$ cat src/rtl/stdp_pair_if.sv
// stdp_pair_if: spike inputs and weight-update outputs of the STDP pair learner
// master drives pre_spike/post_spike/learn_en; slave returns weight, time_diff, update_w_flag, ltp
interface stdp_pair_if;
  logic pre_spike;
  logic post_spike;
  logic learn_en;
  logic [7:0] weight;
  logic [7:0] time_diff;
  logic update_w_flag;
  logic ltp;
  modport master(output pre_spike, post_spike, learn_en, input weight, time_diff, update_w_flag, ltp);
  modport slave(input pre_spike, post_spike, learn_en, output weight, time_diff, update_w_flag, ltp);
endinterface

$ cat src/rtl/stdp_pair_learner.sv
// stdp_pair_learner: nearest-neighbour pre/post interval measurement with bounded 8-bit STDP weight update
// ports: clk, rst_n (async active-low), s (stdp_pair_if.slave: spikes + learn_en in; weight, time_diff, update_w_flag, ltp out)
// STDP_DEPRESS_EN: when defined, post-first pairings (POST_SEEN) produce LTD; otherwise only pre->post potentiation exists
module stdp_pair_learner #(
  parameter int WINDOW = 16,
  parameter int DW_SHIFT = 2,
  parameter int W_INIT = 64,
  parameter int W_MAX = 255
) (
  input logic clk,
  input logic rst_n,
  stdp_pair_if.slave s
);
  typedef enum logic [1:0] {IDLE, PRE_SEEN, POST_SEEN, UPDATE} state_t;
  state_t state_q, state_d;
  logic [7:0] cnt_q, cnt_d, weight_q, weight_d, time_diff_q, time_diff_d;
  logic flag_q, flag_d, ltp_q, ltp_d;
  logic pre, post;
  logic [8:0] delta;
  logic [9:0] w_up;
  logic signed [9:0] w_dn;
  assign pre = s.pre_spike;
  assign post = s.post_spike;
  // time_diff never exceeds WINDOW, so the difference is non-negative
  assign delta = 9'((WINDOW - int'(time_diff_q)) >> DW_SHIFT) + 9'd1;
  assign w_up = {2'b0, weight_q} + {1'b0, delta};
  assign w_dn = signed'({2'b0, weight_q}) - signed'({1'b0, delta});
  always_comb begin
    state_d = state_q;
    cnt_d = cnt_q;
    weight_d = weight_q;
    time_diff_d = time_diff_q;
    flag_d = 1'b0;
    ltp_d = ltp_q;
    case (state_q)
      PRE_SEEN: begin
        if (post) begin
          time_diff_d = cnt_q;
          ltp_d = 1'b1;
          state_d = UPDATE;
        end else if (pre) cnt_d = 8'd1;
        else if (cnt_q == 8'(WINDOW)) state_d = IDLE;
        else cnt_d = cnt_q + 8'd1;
      end
`ifdef STDP_DEPRESS_EN
      POST_SEEN: begin
        if (pre) begin
          time_diff_d = cnt_q;
          ltp_d = 1'b0;
          state_d = UPDATE;
        end else if (post) cnt_d = 8'd1;
        else if (cnt_q == 8'(WINDOW)) state_d = IDLE;
        else cnt_d = cnt_q + 8'd1;
      end
`endif
      default: begin
        // UPDATE applies the pending step, then samples spikes exactly like IDLE
        if (state_q == UPDATE) begin
          flag_d = 1'b1;
          if (s.learn_en) weight_d = ltp_q ? (w_up > 10'(W_MAX) ? 8'(W_MAX) : w_up[7:0]) : (w_dn < 0 ? 8'd0 : w_dn[7:0]);
        end
        state_d = IDLE;
        cnt_d = 8'd0;
        if (pre && !post) begin
          state_d = PRE_SEEN;
          cnt_d = 8'd1;
        end
`ifdef STDP_DEPRESS_EN
        if (post && !pre) begin
          state_d = POST_SEEN;
          cnt_d = 8'd1;
        end
`endif
      end
    endcase
  end
  always_ff @(posedge clk or negedge rst_n) begin
    if (!rst_n) begin
      state_q <= IDLE;
      cnt_q <= 8'd0;
      weight_q <= 8'(W_INIT);
      time_diff_q <= 8'd0;
      flag_q <= 1'b0;
      ltp_q <= 1'b0;
    end else begin
      state_q <= state_d;
      cnt_q <= cnt_d;
      weight_q <= weight_d;
      time_diff_q <= time_diff_d;
      flag_q <= flag_d;
      ltp_q <= ltp_d;
    end
  end
  assign s.weight = weight_q;
  assign s.time_diff = time_diff_q;
  assign s.update_w_flag = flag_q;
  assign s.ltp = ltp_q;
endmodule

$ cat src/flat_wrapper.sv
// flat-port wrapper written by rule: the top's interface ports become plain ports
module stdp_pair_learner_flat 
#(
  parameter int WINDOW = 16,
  parameter int DW_SHIFT = 2,
  parameter int W_INIT = 64,
  parameter int W_MAX = 255
)
  (clk, rst_n, s_pre_spike, s_post_spike, s_learn_en, s_weight, s_time_diff, s_update_w_flag, s_ltp);
  stdp_pair_if s_i ();
  input logic clk;
  input logic rst_n;
  input wire logic [$bits(s_i.pre_spike)-1:0] s_pre_spike;
  input wire logic [$bits(s_i.post_spike)-1:0] s_post_spike;
  input wire logic [$bits(s_i.learn_en)-1:0] s_learn_en;
  output wire logic [$bits(s_i.weight)-1:0] s_weight;
  output wire logic [$bits(s_i.time_diff)-1:0] s_time_diff;
  output wire logic [$bits(s_i.update_w_flag)-1:0] s_update_w_flag;
  output wire logic [$bits(s_i.ltp)-1:0] s_ltp;
  assign s_i.pre_spike = s_pre_spike;
  assign s_i.post_spike = s_post_spike;
  assign s_i.learn_en = s_learn_en;
  assign s_weight = s_i.weight;
  assign s_time_diff = s_i.time_diff;
  assign s_update_w_flag = s_i.update_w_flag;
  assign s_ltp = s_i.ltp;
  stdp_pair_learner #(.WINDOW(WINDOW), .DW_SHIFT(DW_SHIFT), .W_INIT(W_INIT), .W_MAX(W_MAX)) u_core (.clk(clk), .rst_n(rst_n), .s(s_i));
endmodule
$ cat config.mk
export PLATFORM = sky130hd
export DESIGN_NAME = stdp_pair_learner_flat
export DESIGN_NICKNAME = d
export VERILOG_FILES = /design/src/rtl/stdp_pair_if.sv /design/src/rtl/stdp_pair_learner.sv /design/src/flat_wrapper.sv
export SDC_FILE = /design/constraint.sdc
export NUM_CORES = 1
export LEC_CHECK = 0
export ABC_AREA = 1
export ABC_CLOCK_PERIOD_IN_PS = 6150
export BUFFER_PORTS_ARGS = -buffer_cell sky130_fd_sc_hd__buf_4
export CORE_MARGIN = 2
export CORE_UTILIZATION = 45
export CTS_CLUSTER_DIAMETER = 120
export DETAILED_ROUTE_END_ITERATION = 10
export MAX_ROUTING_LAYER = met4
export SLEW_MARGIN = 40
export SYNTH_ARGS = -nofsm -noshare
export SYNTH_HDL_FRONTEND = slang
export SYNTH_SLANG_ARGS = --single-unit
$ cat constraint.sdc
create_clock -name clk -period 6.15 [get_ports clk]
set_clock_uncertainty 0.05 [all_clocks]
set_input_delay 0.3075 -clock clk [delete_from_list [all_inputs] [get_ports clk]]
set_output_delay 0.3075 -clock clk [all_outputs]
set_load 0.05 [all_outputs]
# Word-level counts from Yosys, hierarchy flattened
# Index checks and enable logic that the tools add are counted.
# Widths: inputs -> output; s select.
[classes] mux=15 addsub=5 n_lt_le_gt_ge=2 bitwise_logic=1 eq_ne=7 reduce_logical=6
[ops] cell="$mux 8" n=7
[ops] cell="$add 8x9->10" n=1
[ops] cell="$gt 10x8->1 const B" n=1
[ops] cell="$lt 10x1->1 const B" n=1
[ops] cell="$sub 8x9->10" n=1
[ops] cell="$add 9x1->9 const B" n=1
[ops] cell="$sub 5x8->9 const A" n=1
[ops] cell="$add 8x1->8 const B" n=1
[ops] cell="$eq 8x5->1 const B" n=1
[ops] cell="$mux 2" n=4
[ops] cell="$ne 3x3->1 const B" n=2
[ops] cell="$reduce_and 2->1" n=3
[ops] cell="$mux 1" n=4
[ops] cell="$ne 3x2->1 const B" n=1
[ops] cell="$reduce_and 3->1" n=1
[ops] cell="$eq 2x1->1 const B" n=1
[ops] cell="$eq 2x2->1 const B" n=1
[ops] cell="$ne 2x2->1 const B" n=1
[ops] cell="$logic_and 1x1->1" n=1
[ops] cell="$logic_not 1->1" n=1
[ops] cell="$not 1->1" n=1
[totals] register_bits=28 in_bits=5 out_inout_bits=18 elab_cells=42

# Longest topological paths before layout
# Gate-level depths: netlist of the first run.
[logic_depth] word_depth=6 depth_mapped=23 mapped_depth_nobuf=22

# Worst setup path before layout of the first run
# Ideal clock, no wire load.
[synth_path] path_type="register to register" startpoint="register u_core.time_diff_q[0] (netlist: u_core.s.time_diff[0])" endpoint="register u_core.weight_q[7] (netlist: u_core.s.weight[7])" synth_period_minus_slack_ps=3112 path_stages_with_launch=24 required_time_ps=5982 path_buffers=1 setup_ps=118 slack_ps=3038 t_arrival_ps=2944 path_cell_list="dfrtp_1 > nor2_4 > nand2_1 > nand2_1 > nand2_1 > inv_1 > ha_1 > nand3_2 > nor2_4 > nand2_4 > nand2_4 > buf_12 > inv_1 > ha_1 > inv_1 > a21oi_1 > a21boi_0 > nand2_1 > nand2_1 > nand2_2 > nand4_1 > nand2_1 > inv_1 > a21oi_2"
[synth_between] elab_chain_cells=6 elab_cells_between_ends=9 cone_classes="4 x add/sub; 2 x order compare; 3 x mux"
[synth_rtl] item="start: declaration" line="stdp_pair_learner.sv:16" text="logic [7:0] cnt_q, cnt_d, weight_q, weight_d, time_diff_q, time_diff_d;"
[synth_rtl] item="start signal: assignment" line="stdp_pair_learner.sv:89" text="time_diff_q <= time_diff_d;"
[synth_rtl] item="$sub 5x8->9 (*)" line="stdp_pair_learner.sv:25" text="assign delta = 9'((WINDOW - int'(time_diff_q)) >> DW_SHIFT) + 9'd1;"
[synth_rtl] item="$add 9x1->9 (*)" line="stdp_pair_learner.sv:25"
[synth_rtl] item="$sub 8x9->10 / $add 8x9->10 (equally long branches)" line="stdp_pair_learner.sv:27, stdp_pair_learner.sv:26"
[synth_rtl] item="$lt 10x1->1 / $gt 10x8->1 (equally long branches)" line="stdp_pair_learner.sv:60" text="if (s.learn_en) weight_d = ltp_q ? (w_up > 10'(W_MAX) ? 8'(W_MAX) : w_up[7:0]) : (w_dn < 0 ? 8'd0 : w_dn[7:0]) ..."
[synth_rtl] item="$mux 8" line="stdp_pair_learner.sv:60"
[synth_rtl] item="$mux 8 (*)" line="stdp_pair_learner.sv:60"
[synth_rtl] item="end signal: assignment" line="stdp_pair_learner.sv:81" text="weight_q <= 8'(W_INIT);"
[synth_rtl] item="end signal: assignment" line="stdp_pair_learner.sv:88" text="weight_q <= weight_d;"
[synth_rtl] item="end: declaration" line="stdp_pair_learner.sv:16"
# Every way passes the cells marked *; elsewhere a longest branch is shown, timed or not.
# A chain may end at the register's enable or synchronous reset.

# Final worst setup path of the first run
# Ends and elaborated chain as after synthesis.

==> results.md, run 1 <==
* Status: completed
* Register Area at 701.9 µm²
* Tmin final at 3274 ps
* Hold buffer count at CTS at 1
* Combinational fraction of design power at 71.2%
* Slew @ Worst Pin at between 700 and 800 ps
* Largest area contributor in the netlist: dfrtp_1
* Setup_tns at 0 ps
* Pleak at between 1.5 and 2 nW
* Cell-internal power at around 690 µW
* Clk sinks at 28
* Multi-input gate area at 1458 µm²
* Post-synth ARST share at 100.0%
* Finish-stage setup viols at 0
* Core Rows at 27
* Most common cell in the netlist: inv_1
* Synthesized Nets at 376
* Ports at 23
* Synth Area per Inst at between 7 and 8 µm²
* Net Sw Power at 774.6 µW
* CP Launch Type: flop
* Fin Hold WS at 300.5 ps
* Die width at 78.26 µm
* Part of the power in registers at between 10% and 20%
* Cells after DPL at roughly 440
* Dpl ws at roughly 2900 ps
* Crit end category: flop
* Area contributors post-synth: dfrtp_1 27%, ha_1 11%, inv_1 10%
* Worst-path clk slew at 100 ps
* Initial antenna violation count at 0
* Largest net degree at the start of global routing at 29
* H-tree depth reported by CTS at 1
* Fillcell total at between 500 and 600
* DRT iter0 DRCs at approximately 150
* Antenna cells at 0
* DR vias/cell at just over 5
* Worst VDD drop at between 200 and 250 µV
* Worst skew pair latency at between 200 and 300 ps
* Power Density at around 530 nW/µm²
* Via count at 2243
* Primary FF master, synth: dfrtp_1
* FMAX at a little over 300 MHz
* Crit-path cells: nor2_4 > nand2_1 > nand2_1 > nand2_1 > inv_1 > ha_1 > nand3_2 > nor2_4 > xor2_1 > inv_1 > ha_1 > a21oi_1 > o21ai_0 > a21oi_1 > nand3_1 > nand3_2 > nand4_1 > nand2_1 > a21oi_2
* First-pass iteration count of the detailed router at 4
* DP HPWL at 4476 µm
* CTS root buffer: clkbuf_8
* CP delay by family, top: simple AND/OR/NAND/NOR gates
* Yosys Warn Count at 0
* CTS tree: yes
* Die area at 6124 µm²
* Unique masters post-synth at 37
* # resized after CTS at 0
* CP arrival at about 3400 ps
* Final Max Tran Viols at 0
* Worst path slowest cell: dfrtp_1
* Bufs and invs on worst path at 2
* Vias in the first global route at roughly 2200
* Antenna viol nets, final at 0
* Ratio of cells with drive above 1 in the final layout at between 10% and 20%
* Fin. Hold Viols at 0
* FF-to-FF path depth at 19
* Initial Utilization at between 40 and 50%
* Max-cap viol count at 0
* Peak fanout along the critical path at 8
* Final nets at 397
* TritonCTS buffer count at 3
* Mapped Area at ~2500 µm²
* Worst Hold Depth at 4
* Final worst slack at ~2900 ps
* WS Path Type: flop to flop
* Worst Path Required at about 6300 ps
* Pwr Total at 1.468 mW
* Switch share at 52.77%
* GR Overflow Total at 0
* Final Non-Filler Cells at 440
* Post-synth top cells: 69 x inv_1, 68 x nand2_1, 27 x dfrtp_1
* First-pass GRT wire length at between 9000 and 10000 µm
* Worst path depth at 19
* Fin crit share at a little over half
* P&R area growth vs syn at 11.35%
* HP Class: input port to flop
* Register area share after synthesis at ~28%
* Total track usage at about 20%
* Most frequent CP cell: nand2_1
* Synth top area share at a little over a quarter
* Core ar. at ~5400 µm²
* Clock power share at 10.0%
* Synthesized instance count at 348
* CP max stage delay at ~450 ps
* WL final at approximately 5600 µm
* RD Place Congestion at 1.006
* Flops & latches, synth at 28
* # DRC at 0
* Die height at 78.26 µm
* Post-CTS setup buffer count at 0
* RSZ-0062 raised after global routing: no
* I/O Buffers at 22
* Worst slew margin at 49.84%
* EDFF count, synth at 0
* Routed length per placed instance at between 10 and 15 µm
* Maximum clock path buffer count at 2
area by class of cell:
cell class,count,area share (%)
clock inverter,1,1.087
clock buffer,3,1.495
timing repair buffer,23,6.341
inverter,71,9.647
sequential,28,25.41
tap,72,3.261
multi-input combinational,242,52.76
power groups by stage:
| stage | clock network (mW) | registers [mW] | logic [mW] |
|---|---|---|---|
| 2_1_floorplan | 0 | 0.380 | 0.730 |
| 3_3_place_gp | 0 | 0.276 | 1.04 |
| 3_5_place_dp | 0 | 0.279 | 1.04 |
| 4_1_cts | 0.153 | 0.275 | 1.05 |
| 5_1_grt | 0.159 | 0.281 | 1.18 |
| 6_report | 0.147 | 0.275 | 1.05 |
routing by layer:
layer	share of wire, %	wire length, µm	GRT usage (%)	vias to the layer above
met5	0	0	-	-
met4	1.7	94	7.368	0
met3	2.5	138	1.839	10
met2	51	2870	36.81	46
met1	45	2525	22.84	1038
li1	-	-	-	1149
kinds of logic after synthesis:
group / synth area share, %
XOR/XNOR: 4.236
flip-flops: 28.29
AO/OA/AOI/OAI: 11.65
buffers and inverters: 12.96
adder cells (fa/ha/maj): 12.20
AND/OR/NAND/NOR: 30.66
metrics by stage:
step	instance area, µm²	utilization (%)
detailed placement	2681	49.61
finish	2763	51.11
global placement	2681	49.61
CTS	2763	51.11
floorplan	2481	-
global route	2763	51.11
sequential cells by signal (all words and copies together) (netlist names):
register,flops
u_core.s.ltp,1
u_core.s.weight,8
u_core.s.time_diff,8
u_core.cnt_q,8
u_core.s.update_w_flag,1
u_core.state_q,2
worst paths after layout:
check | start | end | slack [ps]
worst max-delay path | u_core.s.time_diff[0] | u_core.s.weight[7] | 2880
worst min-delay path | s_post_spike | u_core.state_q[0] | 300
worst max register to register | u_core.s.time_diff[0] | u_core.s.weight[7] | 2880
worst min register to register | u_core.state_q[1] | u_core.s.update_w_flag | 440
max in group asynchronous | rst_n | u_core.s.weight[6] | 5310
min in group asynchronous | rst_n | u_core.cnt_q[0] | 420
worst reg2reg max path, cell delays in order, from the launching register on:
cell	delay, ps
dfrtp_1	450
nor2_4	160
nand2_1	80
nand2_1	70
nand2_1	50
inv_1	50
ha_1	190
nand3_2	100
nor2_4	150
xor2_1	210
inv_1	60
ha_1	400
a21oi_1	250
o21ai_0	100
a21oi_1	220
nand3_1	130
nand3_2	190
nand4_1	110
nand2_1	100
a21oi_2	60
placed cells by master (no fill, tap or decap):
cell type / synthesis / layout
bufinv_16: 0 / 1
inv_1: 69 / 69
o21a_1: 1 / 1
nor4_1: 1 / 1
a21boi_0: 1 / 1
dfrtp_1: 27 / 27
a21oi_1: 15 / 15
nand2_2: 6 / 6
fa_1: 2 / 2
nand3_2: 2 / 2
nor3_1: 6 / 6
o21bai_1: 1 / 1
nand3_1: 20 / 20
dfstp_2: 1 / 1
a31oi_1: 3 / 3
nor2_1: 24 / 24
xnor2_1: 3 / 3
ha_1: 21 / 21
dlygate4sd3_1: 0 / 1
clkbuf_8: 0 / 3
a21boi_1: 1 / 1
nand2_1: 68 / 68
nor2_2: 1 / 1
or2_0: 1 / 1
nor2_4: 2 / 2
nand4_1: 17 / 17
a21oi_2: 8 / 8
buf_4: 1 / 22
o21ai_0: 16 / 16
inv_2: 2 / 2
and2_1: 1 / 1
nand3b_1: 1 / 1
or2_2: 7 / 7
o211ai_1: 2 / 2
xor2_1: 9 / 9
nand2_4: 2 / 2
(Power assumes the default switching activity.)
==> run 2, diff against run 1 <==
--- a/config.mk
+++ b/config.mk
@@ -5,14 +5,15 @@
 export SDC_FILE = /design/constraint.sdc
 export NUM_CORES = 1
 export LEC_CHECK = 0
-export ABC_AREA = 1
-export ABC_CLOCK_PERIOD_IN_PS = 6150
+export ABC_AREA = 0
+export ABC_CLOCK_PERIOD_IN_PS = 2740
 export BUFFER_PORTS_ARGS = -buffer_cell sky130_fd_sc_hd__buf_4
 export CORE_MARGIN = 2
 export CORE_UTILIZATION = 45
 export CTS_CLUSTER_DIAMETER = 120
 export DETAILED_ROUTE_END_ITERATION = 10
 export MAX_ROUTING_LAYER = met4
+export PLACE_DENSITY = 0.66
 export SLEW_MARGIN = 40
 export SYNTH_ARGS = -nofsm -noshare
 export SYNTH_HDL_FRONTEND = slang
==> constraint.sdc (replaced) <==
create_clock -name clk -period 2.74 [get_ports clk]
set_clock_uncertainty 0.05 [all_clocks]
set_input_delay 0.137 -clock clk [delete_from_list [all_inputs] [get_ports clk]]
set_output_delay 0.137 -clock clk [all_outputs]
set_load 0.05 [all_outputs]
==> results.md, run 2 <==
* Status: complete, but fails checks
* Failing checks: negative setup slack
* Maximum clock path buffer count at 2 (unchanged)
* P&R area growth vs syn at 42.95%
* CTS tree: yes
* Final Max Tran Viols at 0 (unchanged)
* Pwr Total at 3.300 mW (+120%)
* Slew @ Worst Pin at 614.0 ps (-135.6 ps)
* I/O Buffers at 22 (unchanged)
* Synthesized Nets at 269 (-28%)
* Synth Area per Inst at 8.982 µm² (+26%)
* Largest area contributor in the netlist: dfrtp_1
* Synthesized instance count at 241 (-31%)
* Synth Area in Adders at 13.99% (+1.8 points)
* RSZ-0062 raised after global routing: yes
* Core ar. at 4692 µm² (-13%)
* Initial antenna violation count at 0 (unchanged)
* Clock power share at 10.1% (about the same)
* Worst Path Required at 2850 ps (-3420 ps)
* First-pass GRT wire length at 8880 µm (-7.6%)
* Max-cap viol count at 0 (unchanged)
* Largest net degree at the start of global routing at 29 (unchanged)
* Synth Area in Compound Gates at 19.94% (+8.3 points)
* # DRC at 0 (unchanged)
* GR Overflow Total at 0 (unchanged)
* Worst VDD drop at 416.5 µV (+86%)
* Fin Hold WS at 71.19 ps (-229.3 ps)
* Dpl ws at -540.5 ps (-3436 ps)
* Area contributors post-synth: dfrtp_1 31%, ha_1 12%, xnor2_1 5.3%
* Worst slew margin at 58.95% (+9.1 points)
* Final worst slack at -470.3 ps (-3346 ps)
* Tmin final at 3210 ps (-63.71 ps)
* TritonCTS buffer count at 3 (unchanged)
* Synth top area share at 31.21% (+4.0 points)
* Die width at 73.36 µm (-6.3%)
* Part of the power in registers at 17.9% (-0.8 points)
* Commonest non-fill, non-tap cell in the layout: buf_4
* Routed length per placed instance at 15.51 µm (+21%)
* Cell-internal power at 1.822 mW (+160%)
* Core Rows at 25 (-7.4%)
* WL final at 5629 µm (unchanged)
* Post-synthesis mux area share at 3.642% (+3.6 points)
* Finish-stage setup viols at 8 (+8)
* EDFF count, synth at 0 (unchanged)
* Die area at 5381 µm² (-12%)
* Fin. Hold Viols at 0 (unchanged)
* Total track usage at 21.70% (+1.6 points)
* First-pass iteration count of the detailed router at 4 (unchanged)
* Crit end category: flop
* Vias in the first global route at 1915 (-13%)
* CTS root buffer: clkbuf_8
* Placement Cell Area at 2720 µm² (+1.4%)
* DRT iter0 DRCs at 101 (-34%)
* Combinational fraction of design power at 72.0% (+0.8 points)
* Final nets at 338 (-15%)
* Antenna cells at 0 (unchanged)
* Switch share at 44.80% (-8.0 points)
* Power Density at 1067 nW/µm² (+100%)
* Primary FF master, synth: dfrtp_1
* Pleak at 1.410 nW (-6.2%)
* Unique masters post-synth at 54 (+46%)
* Via count at 1994 (-11%)
* DP HPWL at 4090 µm (-8.6%)
* Mapped Area at 2165 µm² (-13%)
* Worst-path clk slew at 100 ps (about the same)
* Ports at 23 (unchanged)
* Peak fanout along the critical path at 5 (-3)
* Post-synth top cells: 28 x nand2_1, 27 x dfrtp_1, 21 x ha_1, 21 x inv_1, 15 x nor2_1
* Most frequent cells in the layout: 64 x buf_4, 27 x nand2_1, 24 x dfrtp_1
* DR vias/cell at 5.493 (+7.8%)
* Final design area excluding fillers at 3094 µm² (+12%)
* Net Sw Power at 1.479 mW (+91%)
* Die height at 73.36 µm (-6.3%)
* CP Launch Type: flop
* Largest family of logic cells by synthesized area: compound AO/OA/AOI/OAI gates
* Post-Synth XOR/XNOR Area at 7.688% (+3.5 points)
* Most common cell in the netlist: nand2_1
* WS Path Type: flop to flop
* Yosys Warn Count at 0 (unchanged)
* Flops & latches, synth at 28 (unchanged)
* Fin util at 65.95% (+15 points)
* Initial Utilization at 46.13% (+0.23 points)
* Post-synth ARST share at 100.0% (unchanged)
* FMAX at 311.5 MHz (+2.0%)
* Worst skew pair latency at 280 ps (about the same)
* CP arrival at 3320 ps (-80 ps)
* Fin crit share at 117.2% (+64 points)
* H-tree depth reported by CTS at 1 (unchanged)
* Register area share after synthesis at 32.43% (+4.1 points)
* Ratio of cells with drive above 1 in the final layout at 39.81% (+24 points)
* RD Place Congestion at 0.8412 (-16%)
* Antenna viol nets, final at 0 (unchanged)
* Fillcell total at 366 (-37%)
* Clk sinks at 28 (unchanged)
* Simple-Gate Fraction of Synth Area at 17.86% (-13 points)
* HP Class: input port to flop
==> run 2: cell count changes after synthesis, sizes merged, moves of 7 or more <==
cell   change
nand2     -48
xnor2     +10
nand4     -15
a21oi     -11
nor2      -11
or2        -7
nand3     -17
inv       -50
==> run 2: cell families (layout without fill, tap and decap cells) <==
logic type / after synthesis / in the layout
buf+inv: 25 / 93
flops: 28 / 28
xor+xnor: 19 / 19
fa+ha+maj: 23 / 23
mux: 6 / 6
compound gates: 62 / 62
simple gates: 78 / 78
==> run 2: through the flow <==
| step | setup TNS [ps] | instances |
|---|---|---|
| 5_1_grt | -4644 | 363 |
| 6_report | -3182 | 363 |
| 3_3_place_gp | -3005 | 351 |
| 2_1_floorplan | -3458 | 241 |
| 3_5_place_dp | -3724 | 351 |
| 4_1_cts | -3660 | 358 |
==> run 2: layout make-up <==
type / count / area (µm²) / share of cell area (%)
clock inverters: 1 / 30.03 / 0.9705
clock buffers: 3 / 41.29 / 1.334
flip-flops and latches: 28 / 705.7 / 22.81
repair buffers: 67 / 513.0 / 16.58
well taps: 54 / 67.56 / 2.184
multi-input cells: 188 / 1654 / 53.46
inverters: 22 / 82.58 / 2.669
==> run 2: per-layer routing <==
| metal | part of all wire, % | track usage (%) | vias to the layer above |
|---|---|---|---|
| met5 | 0 | - | - |
| met4 | 0.57 | 4.242 | 0 |
| met3 | 3.8 | 3.018 | 4 |
| met2 | 48 | 33.53 | 46 |
| met1 | 48 | 30.69 | 959 |
| li1 | - | - | 985 |
==> run 2: critical path, stage by stage (launching register included) <==
cell	delay [ps]
dfrtp_2	450
nor3_4	230
xnor2_2	160
ha_4	200
or2b_4	280
a2111oi_4	390
nor2_4	70
ha_4	300
inv_2	40
a21oi_2	180
a211oi_2	80
o211a_1	280
a222oi_1	310
nand2_1	80
==> run 2: worst paths after layout <==
path / start / endpoint / slack, ps / cells after the start
max: u_core.s.time_diff[2] / u_core.s.weight[5] / -470 / 13
min: s_pre_spike / u_core.cnt_q[0] / 70 / 3
max reg2reg: u_core.s.time_diff[2] / u_core.s.weight[5] / -470 / 13
min reg2reg: u_core.state_q[1] / u_core.s.update_w_flag / 500 / 1
max in group asynchronous: rst_n / u_core.s.weight[6] / 2080 / 2
min in group asynchronous: rst_n / u_core.cnt_q[1] / 250 / 2
==> run 2: power by group through the flow <==
stage                     clock network [mW]  logic [mW]  registers, mW
after detailed placement                   0        1.93          0.584
after CTS                              0.341        2.02          0.579
final                                  0.334        2.38          0.589
after global routing                   0.358        2.55          0.600
after floorplan                            0        1.15          0.768
after global placement                     0        1.88          0.582
==> run 2: repair_timing <==
item                       CTS  global route
hold endpoints to repair    27             0
pin swaps                   15            12
setup endpoints to repair    8             8
gates resized for setup     10            32
setup buffers                3             5
hold buffers                 1             0
